==> config.mk <==
export PLATFORM = sky130hd
export DESIGN_NAME = fifo_burst_rd
export DESIGN_NICKNAME = d
export VERILOG_FILES = /design/src/rtl/fifo_burst_rd.sv
export SDC_FILE = /design/constraint.sdc
export NUM_CORES = 1
export LEC_CHECK = 0
export BUFFER_PORTS_ARGS = -buffer_cell sky130_fd_sc_hd__buf_4
export CAP_MARGIN = 25
export CORE_MARGIN = 2
export CORE_UTILIZATION = 40
export CTS_BUF_LIST = sky130_fd_sc_hd__clkbuf_2
export DETAILED_ROUTE_END_ITERATION = 7
export HOLD_SLACK_MARGIN = 0.12
export PLACE_DENSITY = 0.8
export SLEW_MARGIN = 20
export SYNTH_ARGS = -nofsm -noshare
export SYNTH_HDL_FRONTEND = slang
export SYNTH_SLANG_ARGS = --single-unit
==> constraint.sdc <==
create_clock -name CLK -period 2.6 [get_ports CLK]
set_input_delay 0.39 -clock CLK [delete_from_list [all_inputs] [get_ports CLK]]
set_output_delay 0.39 -clock CLK [all_outputs]
set_load 0.05 [all_outputs]
==> src/rtl/fifo_burst_rd.sv <==
// Burst read controller for a first-word-fall-through FIFO: waits for a full burst (or FLUSH), then streams it out.
// Optional pop-sequence checker enabled by defining FIFO_BURST_RD_SEQCHK_EN.
module fifo_burst_rd #(
  parameter int unsigned DWID = 32,
  parameter int unsigned AWID = 10,
  parameter int unsigned BLEN = 16
) (
  input  logic            CLK,
  input  logic            RSTN,
  output logic            RDENA,
  input  logic [DWID-1:0] RDDAT,
  input  logic [AWID-1:0] RDLEV,
  input  logic            FLUSH,
  output logic            OVALID,
  input  logic            ORDY,
  output logic [DWID-1:0] ODAT,
  output logic            OLAST,
  output logic            BUSY,
  output logic            ERR
);

  localparam logic [AWID-1:0] BLEN_L = AWID'(BLEN);

  typedef enum logic {
    IDLE = 1'b0,
    XFER = 1'b1
  } state_t;

  state_t          state, state_nxt;
  logic [AWID-1:0] rem, rem_nxt;
  logic            accept;

  assign accept = OVALID && ORDY;
  assign BUSY   = (state == XFER);

  always_comb begin
    state_nxt = state;
    rem_nxt   = rem;
    RDENA     = 1'b0;
    case (state)
      IDLE: begin
        // Full burst wins over a flush request.
        if (RDLEV >= BLEN_L) begin
          state_nxt = XFER;
          rem_nxt   = BLEN_L;
        end else if (FLUSH && (RDLEV != '0)) begin
          state_nxt = XFER;
          rem_nxt   = RDLEV;
        end
      end
      XFER: begin
        RDENA = (rem != '0) && (RDLEV != '0) && (!OVALID || ORDY);
        if (RDENA) rem_nxt = rem - 1'b1;
        if (accept && OLAST) state_nxt = IDLE;
      end
      default: state_nxt = IDLE;
    endcase
  end

  always_ff @(posedge CLK or negedge RSTN) begin
    if (!RSTN) begin
      state <= IDLE;
      rem   <= '0;
    end else begin
      state <= state_nxt;
      rem   <= rem_nxt;
    end
  end

  // Output register: a pop refills it directly, so accept+pop leaves no bubble.
  always_ff @(posedge CLK or negedge RSTN) begin
    if (!RSTN) begin
      OVALID <= 1'b0;
      OLAST  <= 1'b0;
      ODAT   <= '0;
    end else if (RDENA) begin
      OVALID <= 1'b1;
      OLAST  <= (rem == AWID'(1));
      ODAT   <= RDDAT;
    end else if (accept) begin
      OVALID <= 1'b0;
      OLAST  <= 1'b0;
    end
  end

`ifdef FIFO_BURST_RD_SEQCHK_EN
  logic [DWID-1:0] exp_cnt;

  always_ff @(posedge CLK or negedge RSTN) begin
    if (!RSTN) begin
      exp_cnt <= '0;
      ERR     <= 1'b0;
    end else if (RDENA) begin
      exp_cnt <= exp_cnt + 1'b1;
      if (RDDAT != exp_cnt) ERR <= 1'b1;
    end
  end
`else
  assign ERR = 1'b0;
`endif

endmodule
======== Word-level counts from Yosys, hierarchy flattened ========
Index checks and enable logic that the tools add are counted.
storage, ports and cells
  bits in registers ....................... 45
  input port bits ......................... 46
  output and inout bits ................... 37
  logic and storage cells ................. 34
cells by class
  $add $sub $neg .......................... 1
  magnitude comparators ................... 1
  eq/ne operators ......................... 3
  muxes and demuxes ....................... 12
  bitwise gates (word level) .............. 1
  reductions and logical operators ........ 11
operators by type and width
  operator                                                                number
  10-bit 2-to-1 mux                                                       3
  10-bit one-hot mux with 2 select lines                                  1
  10-bit nonzero test                                                     2
  10-bit by 1-bit == test with 1-bit output, second input constant        1
  10-bit by 5-bit >= comparator with 1-bit output, second input constant  1
  10-bit by 1-bit subtractor with 10-bit output, second input constant    1
  1-bit 2-to-1 mux                                                        7
  1-bit logical AND                                                       5
  3-bit != test, second input constant                                    1
  2-bit by 1-bit != test with 1-bit output, second input constant         1
  1-bit one-hot mux with 2 select lines                                   1
  2-bit AND reduction                                                     1
  2-bit nonzero test                                                      1
  1-bit zero test                                                         1
  1-bit logical OR                                                        1
  1-bit NOT                                                               1

======== Logic depth before layout (Yosys ltp) ========
Gate-level depths: netlist (run 1).
  depth in word-level cells ............... 5
  depth in mapped cells ................... 7
  mapped depth without buffers ............ 7

======== Worst setup path before layout (run 1) ========
Ideal clock, no wire load.
  path kind ............................... register -> output
  start point ............................. reg rem[0]
  end point ............................... out RDENA
  arrival ................................. 1.736 ns
  data required time ...................... 2.210 ns
  path slack .............................. 0.474 ns
  cell stages (with the launch flop) ...... 8
  path buffers ............................ 1
  path through ............................ dfrtp_1 -> inv_1 -> ha_1 -> nor3b_4 -> a32oi_4 -> nand3_2 -> buf_4 -> inv_2
on the way
  cells in the longest elaborated chain, start to end .. 4
RTL lines
  element                          RTL line  source
  from (decl)                      30        logic [AWID-1:0] rem, rem_nxt;
  from (signal assigned)           66        rem <= rem_nxt;
  10-bit nonzero test              52        RDENA = (rem != '0) && (RDLEV != '0) && (!OVALID || ORDY);
  1-bit logical AND (2 in series)  52
  1-bit 2-to-1 mux                 40        case (state)
  to (decl)                        10        output logic RDENA,
Every way passes these cells.

======== Final worst setup path (run 1) ========
Same ends and word-level chain as after synthesis.

==> qor.yml, run 1 <==
logic_synthesis:
  synth_ff_type: "dfrtp_1"
  synth_largest_area_cell: "dfrtp_1"
  synthTopCellsByArea: "dfrtp_1 (53%), mux2_1 (17%), nor2_1 (2.6%)"
  synthAdderAreaFrac: 0.0118
  yosysMostFrequentCell: "dfrtp_1"
  synth-seq-cells: 45
  ys_async_sr_fraction: 1.00
  yosysSeqAreaShare: 0.530
  synth_edf_count: 0
  synth_fp_nets: 221
  yosysTopAreaCellShare: 0.530
  synth_area_um2: 2130
  synth_area_per_cell_um2: 12.3
  ys_top_cells_by_count: "dfrtp_1 (45), mux2_1 (32), nor2_1 (15), nand2_1 (10), inv_1 (6)"
  yosys_warnings: 0
  synth_compound_area_frac: 0.0877
  synth-xor-area-share: 0.0206
  synth-simple-area-share: 0.129
  syn_inst: 173
  synth_top_family_by_area: "multiplexers"
  synth.area.mux_share: 0.179
  synthDistinctLibCells: 40
cells_and_area:
  register_area_um2: 1130
  multi_input_area_um2: 931
  final_core_util: 0.615
  layout-drive-gt1-share: 0.387
  area_growth_pct: 47.8
  nets: 331
  n_antenna_cell: 0
  fill_cells: 413
floorplan:
  core_um2: 5110
  ios: 83
  die_x_um: 76.9
  die_area_um2: 5910
  rows: 26
  initial_core_util: 0.416
  die_y_um: 76.9
detailed_routing:
  wirelength_um: 5130
  detail_route.wl_per_cell_um: 14.5
  vias: 1773
  dr.pass1.iters: 4
  viasPerCell: 5.01
  drc: 0
  ant_nets: 0
  drt_iter0_markers: 150
timing:
  finalCriticalPeriod_ns: 2.35
  rsz0062_at_grt: "false"
  final-setup-viol-count: 0
  fin_worst_skew_ns: 0.0232
  fmax_ghz: 0.425
  tightest_slew_ns: 0.639
  final-hold-violation-count: 0
  slew_headroom: 0.568
  slew_viol_final: 0
  finalCritPeriodShare: 0.904
  tns_ns: 0
  holdWs_ns: 0.154
grt:
  antenna_found_initial: 0
  grt_pass1_wl_um: 8250
  grt_pass1_vias: 1742
  overflow: 0
  grt_max_degree: 46
  track_usage: 0.175
worst_setup_path:
  end_kind: "primary output"
  start_kind: "flip-flop"
  path_cells: "inv_1, ha_1, nor3b_4, a32oi_4, nand3_4, inv_2, buf_4"
  crit_type: "flip-flop to primary output"
  crit_path_max_incr_delay_ns: 0.50
  worst-path-max-fanout: 7
  worst_path_max_delay_cell: "dfrtp_2"
  arrival_ns: 1.96
  cp.required_ns: 2.21
  reg2reg_from: "rem[0]"
  crit_start: "rem[0]"
placed_design:
  dpl.hpwl_um: 3620
  gp_congestion: 0.843
  portBuffers: 81
clock_tree:
  htree_levels: 2
  numCtsBuffers: 5
  cts_buffer_depth: 2
  cts_root_buf: "clkbuf_2"
  clk_latency_ns: 0.43
  clk_pin_slew_worst_paths_ns: 0.24
  cts_tree: "built"
  cts.sinks: 45
flow_run:
  maxCapViolations: 0
power:
  leakage_uw: 0.00145
  peakVddDrop_mv: 0.487
  powerDensity_nw_per_um2: 791
hold_path:
  hold_start: "RDDAT[2]"
  hold_path_class: "primary input to flip-flop"
run_status:
  status: "finished clean"
[through the flow]
stage                     total power [uW]  std cells  worst slack (ns)  cell area [um^2]
after CTS                             2440        332            0.0305              2920
final                                 2490        354             0.250              3140
after detailed placement              2020        323             0.356              2830
after global placement                2000        323             0.439              2830
after floorplan                       1700        173             0.474              2130
after global routing                  2630        354             0.108              3140
[timing repair]
action                                 in CTS  in global routing
setup endpoints to repair                   1                  1
resized for setup                           1                  2
endpoints found under the hold margin      45                 18
setup buffers                               0                  4
pin swaps                                   0                  1
hold buffers                                1                 18
[logic make-up after synthesis]
logic type / after synthesis
adders and majority gates: 2
AOI/OAI and AO/OA: 22
other: 1
and+or+nand+nor: 50
muxes: 34
buffers and inverters: 14
xor gates and xnor gates: 5
DFF: 45
[flip-flops by register name, indices dropped and copies added, names as in the netlist]
register / cells
ODAT: 32
OVALID: 1
BUSY: 1
rem: 10
OLAST: 1
[report_power, final]
part,internal (uW),switching (uW)
clock,169,243
combinational,416,615
sequential,861,183
total,1450,1040
[cell type report]
type	instances	share of cell area
Clock buffer	5	0.00796
Multi-Input combinational cell	114	0.296
Timing Repair Buffer	109	0.280
Sequential cell	45	0.359
Inverter	8	0.0139
Clock inverter	3	0.0155
Tap cell	70	0.0279
[worst paths after layout]
check / cells after the start / endpoint / slack [ns]
worst max register to register: 8 / ODAT[23] / 0.53
min in group asynchronous: 2 / ODAT[6] / 0.47
worst min register to register: 1 / ODAT[28] / 0.53
max in group asynchronous: 2 / rem[0] / 1.72
worst min-delay path: 2 / ODAT[2] / 0.15
worst max-delay path: 7 / RDENA / 0.25
[worst max-delay path: cells and delay by family (launching register included)]
| family | cells | cell delay (ns) |
|---|---|---|
| compound gates | 1 | 0.17 |
| fa+ha+maj | 1 | 0.17 |
| buf+inv | 3 | 0.28 |
| flops | 1 | 0.50 |
| simple gates | 2 | 0.42 |
[metal layers]
metal / wire, um / GRT usage / part of all wire / vias to the layer above
li1: - / - / - / 839
met1: 1960 / 0.209 / 0.38 / 864
met2: 2810 / 0.303 / 0.55 / 63
met3: 293 / 0.0494 / 0.057 / 7
met4: 72 / 0.0545 / 0.014 / 0
met5: 0 / 0 / 0 / -
[cell usage in the layout (no fill, tap or decap), types with 2 or more instances in the layout]
| cell | synthesis | final |
|---|---|---|
| a21oi_1 | 3 | 3 |
| nor2_1 | 15 | 15 |
| nor4_1 | 3 | 3 |
| nand3_1 | 5 | 5 |
| inv_1 | 6 | 6 |
| xor2_1 | 5 | 5 |
| dfrtp_1 | 45 | 44 |
| o22ai_1 | 2 | 2 |
| mux2i_1 | 2 | 2 |
| buf_4 | 5 | 89 |
| nor3_1 | 5 | 5 |
| nand4_1 | 3 | 3 |
| nand2_1 | 10 | 10 |
| a211oi_1 | 2 | 2 |
| mux2_1 | 32 | 32 |
| o21ai_0 | 4 | 4 |
| ha_1 | 2 | 2 |
| dlygate4sd3_1 | 0 | 19 |
| clkbuf_2 | 0 | 5 |
No activity file was read; power rests on OpenSTA's default activity.
==> run 2, diff against run 1 <==
--- a/config.mk
+++ b/config.mk
@@ -13,6 +13,7 @@
 export DETAILED_ROUTE_END_ITERATION = 7
 export HOLD_SLACK_MARGIN = 0.12
 export PLACE_DENSITY = 0.8
+export RECOVER_POWER = 100
 export SLEW_MARGIN = 20
 export SYNTH_ARGS = -nofsm -noshare
 export SYNTH_HDL_FRONTEND = slang
==> run 2 against run 1 <==
  * Sequential share of layout area rose by 2.0 points
  * Cell count did not move
  * Die area did not move
  * First-iteration DRC count fell by 24%
  * Sequential power barely moved
  * Worst hold slack got worse by 0.00096 ns
  * Global-route usage did not move
  * Count of clock-buffer cells in the layout did not move
  * Flip-flop and latch count did not move
  * Via count rose by 0.23%
  * Critical path type unchanged
  * Critical endpoint unchanged
==> qor.yml, run 2 (same netlist as run 1, synthesis figures left out) <==
power:
  p_sw_uw: 1040  # about the same
  seq_power_share: 0.434  # was 0.420
  leakage_uw: 0.00129  # was 0.00145 uW
  combinationalPowerShare: 0.393  # was 0.415
  power.share.switching: 0.435  # was 0.419
  peakVddDrop_mv: 0.473  # was 0.487 mV
  internal_power_uw: 1350  # was 1450 uW
  finalPower_uw: 2400  # was 2490 uW
  pwr-share-clk: 0.173  # was 0.166
  powerDensity_nw_per_um2: 805  # was 791 nW/um^2
clock_tree:
  numCtsBuffers: 5  # unchanged
  htree_levels: 2  # unchanged
  cts_buffer_depth: 2  # unchanged
  clk_pin_slew_worst_paths_ns: 0.24  # about the same
  cts_tree: "built"  # unchanged
  cts_root_buf: "clkbuf_2"  # unchanged
  clk_latency_ns: 0.44  # was 0.43 ns
  cts.sinks: 45  # unchanged
detailed_routing:
  wirelength_um: 5160  # was 5130 um
  detail_route.wl_per_cell_um: 14.6  # was 14.5 um
  ant_nets: 0  # unchanged
  drt_iter0_markers: 114  # was 150
  dr.pass1.iters: 5  # was 4
  viasPerCell: 5.02  # was 5.01
  drc: 0  # unchanged
  vias: 1777  # was 1773
cells_and_area:
  largestRegisters: "ODAT x32, rem x10"  # unchanged
  register_area_um2: 1130  # about the same
  final_cells: 354  # unchanged
  nets: 331  # unchanged
  mostFrequentLayoutCell: "buf_4"  # unchanged
  layout-drive-gt1-share: 0.243  # was 0.387
  regMostFlops: "ODAT"  # unchanged
  multi_input_area_um2: 927  # was 931 um^2
  fill_cells: 463  # was 413
  n_antenna_cell: 0  # unchanged
  largest_reg_flops: 32  # unchanged
  area_growth_pct: 40.0  # was 47.8%
  layout_common_cells: "buf_4 (49), dfrtp_1 (45), clkbuf_1 (39)"  # was buf_4 (89), dfrtp_1 (44), mux2_1 (32)
grt:
  grt_pass1_wl_um: 8250  # unchanged
  grt-busiest-layer: "met2"  # unchanged
  gr-usage-met2: 0.303  # unchanged
  grt_pass1_vias: 1742  # unchanged
  grt_max_degree: 46  # unchanged
  grtUsageMet1: 0.209  # unchanged
  track_usage: 0.175  # unchanged
  overflow: 0  # unchanged
  antenna_found_initial: 0  # unchanged
  use_met3: 0.0494  # unchanged
timing:
  rsz0062_at_grt: "false"  # unchanged
  tightest_slew_ns: 1.06  # was 0.639 ns
  final-hold-violation-count: 0  # unchanged
  final-setup-viol-count: 0  # unchanged
  finalCriticalPeriod_ns: 2.41  # was 2.35 ns
  fin_worst_skew_ns: 0.0303  # was 0.0232 ns
  slew_viol_final: 0  # unchanged
  slew_headroom: 0.293  # was 0.568
  finalCritPeriodShare: 0.925  # was 0.904
  fmax_ghz: 0.416  # was 0.425 GHz
  tns_ns: 0  # unchanged
placed_design:
  gp_congestion: 0.843  # unchanged
  portBuffers: 81  # unchanged
  placedCellCount: 323  # unchanged
  dpl.hpwl_um: 3620  # unchanged
worst_setup_path:
  crit_cells: 7  # unchanged
  worst-path-max-fanout: 7  # unchanged
  end_kind: "primary output"  # unchanged
  arrival_ns: 2.02  # was 1.96 ns
  worst_path_max_delay_cell: "dfrtp_1"  # was dfrtp_2
  rr_worst_depth: 8  # unchanged
  start_kind: "flip-flop"  # unchanged
  crit_path_max_incr_delay_ns: 0.51  # was 0.50 ns
  crit_type: "flip-flop to primary output"  # unchanged
  path_cells: "inv_1, ha_1, nor3b_4, a32oi_4, nand3_4, inv_2, buf_4"  # unchanged
  crit_end: "RDENA"  # unchanged
  r2r_end: "ODAT[14]"  # was ODAT[23]
  crit_buf_inv: 3  # unchanged
  ff2ff_setup_slack_ns: 0.20  # was 0.53 ns
  crit_start: "rem[0]"  # unchanged
  cpLargestDelayFamily: "flip-flops"  # unchanged
  cp.required_ns: 2.21  # about the same
  reg2reg_from: "rem[0]"  # unchanged
floorplan:
  die_area_um2: 5910  # unchanged
  initial_core_util: 0.416  # unchanged
  core_um2: 5110  # unchanged
  die_x_um: 76.9  # unchanged
  die_y_um: 76.9  # unchanged
  ios: 83  # unchanged
  rows: 26  # unchanged
run_status:
  status: "finished clean"  # unchanged
hold_path:
  hold_path_class: "primary input to flip-flop"  # unchanged
flow_run:
  maxCapViolations: 0  # unchanged
## run 2: changes by cell type in the layout (fill, tap and decap cells not counted)
cell / delta
clkbuf_2: +1
clkbuf_1: +39
dfrtp_1: +1
or4_1: +1
bufinv_8: -1
or4_4: -1
dfrtp_2: -1
buf_4: -40
o21ai_0: +1
o21ai_1: -1
clkinvlp_2: +1
## run 2: worst min path at each step
stage,startpoint,endpoint,slack [ns],depth (start not counted)
floorplan,RSTN,BUSY,0.09,0
global placement,RSTN,ODAT[4],0.42,1
detailed placement,RSTN,ODAT[8],0.42,1
CTS,RDDAT[22],ODAT[22],0.12,2
global route,RDDAT[15],ODAT[15],0.12,2
finish,RDDAT[2],ODAT[2],0.15,2
## run 2: layer usage
metal  share of wire  vias up
met5               0        -
met4           0.014        0
met3           0.059        7
met2            0.54       68
met1            0.38      865
li1                -      837
## run 2: final cells by class
cell class              instances  area share
clock buffers                   5     0.00841
flip-flops and latches         45       0.378
repair buffers                109       0.245
multi-input cells             114       0.312
clock inverters                 3      0.0164
well taps                      70      0.0294
inverters                       8      0.0105
## run 2: power by group through the flow
| stage | Clock, uW | Combinational, uW | Sequential [uW] |
|---|---|---|---|
| 3_3_place_gp | 0 | 959 | 1040 |
| 2_1_floorplan | 0 | 399 | 1300 |
| 4_1_cts | 427 | 985 | 1030 |
| 6_report | 415 | 942 | 1040 |
| 5_1_grt | 453 | 1010 | 1070 |
| 3_5_place_dp | 0 | 980 | 1040 |
## run 2: timing repair
item / CTS / global route
hold buffers: 1 / 18
hold endpoints to repair: 45 / 18
pin swaps: 0 / 1
endpoints found under the setup margin: 1 / 1
resized for setup: 1 / 2
buffers inserted: 0 / 4
## run 2: through the flow
step,worst slack [ns],utilization,hold slack (ns),area [um^2]
after floorplan,0.474,-,0.0944,2130
after global placement,0.439,0.554,0.422,2830
after detailed placement,0.356,0.554,0.422,2830
after CTS,0.0305,0.572,0.123,2920
after global routing,0.0640,0.583,0.122,2980
final,0.195,0.583,0.153,2980
==> run 3, diff against run 2 <==
--- a/config.mk
+++ b/config.mk
@@ -7,7 +7,6 @@
 export LEC_CHECK = 0
 export BUFFER_PORTS_ARGS = -buffer_cell sky130_fd_sc_hd__buf_4
 export CAP_MARGIN = 25
-export CORE_MARGIN = 2
 export CORE_UTILIZATION = 40
 export CTS_BUF_LIST = sky130_fd_sc_hd__clkbuf_2
 export DETAILED_ROUTE_END_ITERATION = 7
==> run 3 against run 2 <==
  * Flip-flop and latch count stayed put
  * Sequential power is essentially flat
  * Sequential share of layout area grew 1.7 points
  * Critical path type unchanged
  * Largest power group unchanged
==> qor.yml, run 3 (same netlist as run 1, synthesis figures left out) <==
run_status:
  status: "finished clean"  # unchanged
cells_and_area:
  mostFrequentLayoutCell: "buf_4"  # unchanged
  n_antenna_cell: 0  # unchanged
  layout_common_cells: "buf_4 (55), dfrtp_1 (44), clkbuf_1 (34)"  # was buf_4 (49), dfrtp_1 (45), clkbuf_1 (39)
  fin_area_um2: 2850  # was 2980 um^2
  regMostFlops: "ODAT"  # unchanged
  area_growth_pct: 34.0  # was 40.0%
  largest_reg_flops: 32  # unchanged
  largestRegisters: "ODAT x32, rem x10"  # unchanged
  layout-drive-gt1-share: 0.283  # was 0.243
  final_core_util: 0.558  # was 0.583
  nets: 319  # was 331
power:
  seq_power_share: 0.431  # was 0.434
  power.share.switching: 0.425  # was 0.435
  combinationalPowerShare: 0.403  # was 0.393
  peakVddDrop_mv: 0.514  # was 0.473 mV
  leakage_uw: 0.00126  # was 0.00129 uW
  p_sw_uw: 1010  # was 1040 uW
  internal_power_uw: 1370  # was 1350 uW
  pwr-share-clk: 0.166  # was 0.173
  powerDensity_nw_per_um2: 837  # was 805 nW/um^2
detailed_routing:
  dr.pass1.iters: 4  # was 5
  viasPerCell: 5.08  # was 5.02
  detail_route.wl_per_cell_um: 14.1  # was 14.6 um
  wirelength_um: 4820  # was 5160 um
  vias: 1737  # was 1777
  drt_iter0_markers: 88  # was 114
  ant_nets: 0  # unchanged
  drc: 0  # unchanged
placed_design:
  dpl.hpwl_um: 3390  # was 3620 um
  portBuffers: 81  # unchanged
  gp_congestion: 0.939  # was 0.843
  place_area_um2: 2810  # was 2830 um^2
timing:
  holdWs_ns: 0.162  # was 0.153 ns
  fmax_ghz: 0.407  # was 0.416 GHz
  finalCritPeriodShare: 0.945  # was 0.925
  slew_viol_final: 0  # unchanged
  fin_worst_skew_ns: 0.0252  # was 0.0303 ns
  final-hold-violation-count: 0  # unchanged
  slew_headroom: 0.275  # was 0.293
  tightest_slew_ns: 1.09  # was 1.06 ns
  final-setup-viol-count: 0  # unchanged
  finalCriticalPeriod_ns: 2.46  # was 2.41 ns
worst_setup_path:
  cp.required_ns: 2.21  # about the same
  ff2ff_setup_slack_ns: 0.22  # was 0.20 ns
  arrival_ns: 2.07  # was 2.02 ns
  worst_path_max_delay_cell: "dfrtp_2"  # was dfrtp_1
  crit_start: "rem[0]"  # unchanged
  crit_type: "flip-flop to primary output"  # unchanged
  reg2reg_from: "rem[6]"  # was rem[0]
  start_kind: "flip-flop"  # unchanged
  end_kind: "primary output"  # unchanged
  worst-path-max-fanout: 8  # was 7
  crit_path_max_incr_delay_ns: 0.45  # was 0.51 ns
  path_cells: "inv_1, ha_1, nor3b_4, a32oi_4, nand3_4, inv_2, buf_4"  # unchanged
floorplan:
  die_y_um: 74.9  # was 76.9 um
  die_area_um2: 5610  # was 5910 um^2
  ios: 83  # unchanged
  rows: 26  # unchanged
  die_x_um: 74.9  # was 76.9 um
  initial_core_util: 0.416  # unchanged
  core_um2: 5110  # unchanged
grt:
  track_usage: 0.182  # was 0.175
  overflow: 0  # unchanged
  antenna_found_initial: 0  # unchanged
  grt_pass1_vias: 1637  # was 1742
  grt_max_degree: 46  # unchanged
  grt_pass1_wl_um: 7670  # was 8250 um
clock_tree:
  cts_buffer_depth: 2  # unchanged
  cts_root_buf: "clkbuf_2"  # unchanged
  htree_levels: 2  # unchanged
  clk_pin_slew_worst_paths_ns: 0.24  # about the same
  clk_latency_ns: 0.41  # was 0.44 ns
  numCtsBuffers: 5  # unchanged
  cts_tree: "built"  # unchanged
  cts.sinks: 45  # unchanged
hold_path:
  hold_start: "RDDAT[8]"  # was RDDAT[2]
  hold_path_class: "primary input to flip-flop"  # unchanged
flow_run:
  maxCapViolations: 0  # unchanged
run 3: changes by cell type in the layout (fill, tap and decap cells not counted), moves of 2 or more:
cell and change:
dlygate4sd3_1 -13, buf_4 +6, clkbuf_1 -5, clkbuf_2 +2
run 3: final timing paths:
check                            to  cells after the start
max in group asynchronous    rem[0]                      2
max                           RDENA                      7
max reg2reg                ODAT[24]                      5
min                         ODAT[8]                      2
min reg2reg                ODAT[30]                      1
min in group asynchronous   ODAT[9]                      2
run 3: worst max-delay path, delay by kind of cell (launching register included):
family / cells / cell delay, ns
flops: 1 / 0.45
compound gates: 1 / 0.32
buf+inv: 3 / 0.32
simple gates: 2 / 0.35
fa+ha+maj: 1 / 0.22
run 3: metal layers:
layer,part of all wire,vias up,track usage
li1,-,821,-
met5,0,-,0
met2,0.53,61,0.318
met3,0.059,6,0.0549
met1,0.40,849,0.221
met4,0.010,0,0.0440
run 3: stage by stage:
| step | power, uW | instances | setup WS [ns] | TNS, ns |
|---|---|---|---|---|
| after floorplan | 1700 | 173 | 0.474 | 0 |
| after global placement | 1990 | 320 | 0.376 | 0 |
| after detailed placement | 2010 | 320 | 0.325 | 0 |
| after CTS | 2410 | 329 | 0.0111 | 0 |
| after global routing | 2540 | 342 | -0.0134 | -0.0134 |
| final | 2380 | 342 | 0.143 | 0 |
run 3: cell type report:
| class | instances | area, um^2 |
|---|---|---|
| Clock buffer | 6 | 30.0 |
| Timing Repair Buffer | 97 | 611 |
| Inverter | 8 | 31.3 |
| Sequential cell | 45 | 1130 |
| Tap cell | 70 | 87.6 |
| Fill cell | 483 | 2260 |
| Clock inverter | 2 | 38.8 |
| Multi-Input combinational cell | 114 | 922 |
run 3: power by group through the flow:
| stage | Combinational [uW] | Sequential (uW) | Clock, uW |
|---|---|---|---|
| 2_1_floorplan | 399 | 1300 | 0 |
| 4_1_cts | 975 | 1030 | 408 |
| 6_report | 960 | 1030 | 396 |
| 3_3_place_gp | 952 | 1040 | 0 |
| 5_1_grt | 1040 | 1060 | 434 |
| 3_5_place_dp | 972 | 1040 | 0 |
run 3: what timing repair did:
| item | CTS | global route |
|---|---|---|
| buffers inserted | 0 | 8 |
| gates resized for setup | 1 | 1 |
| hold buffers | 1 | 5 |
| pin swaps | 0 | 2 |
| endpoints found under the setup margin | 1 | 1 |
| endpoints found under the hold margin | 45 | 5 |
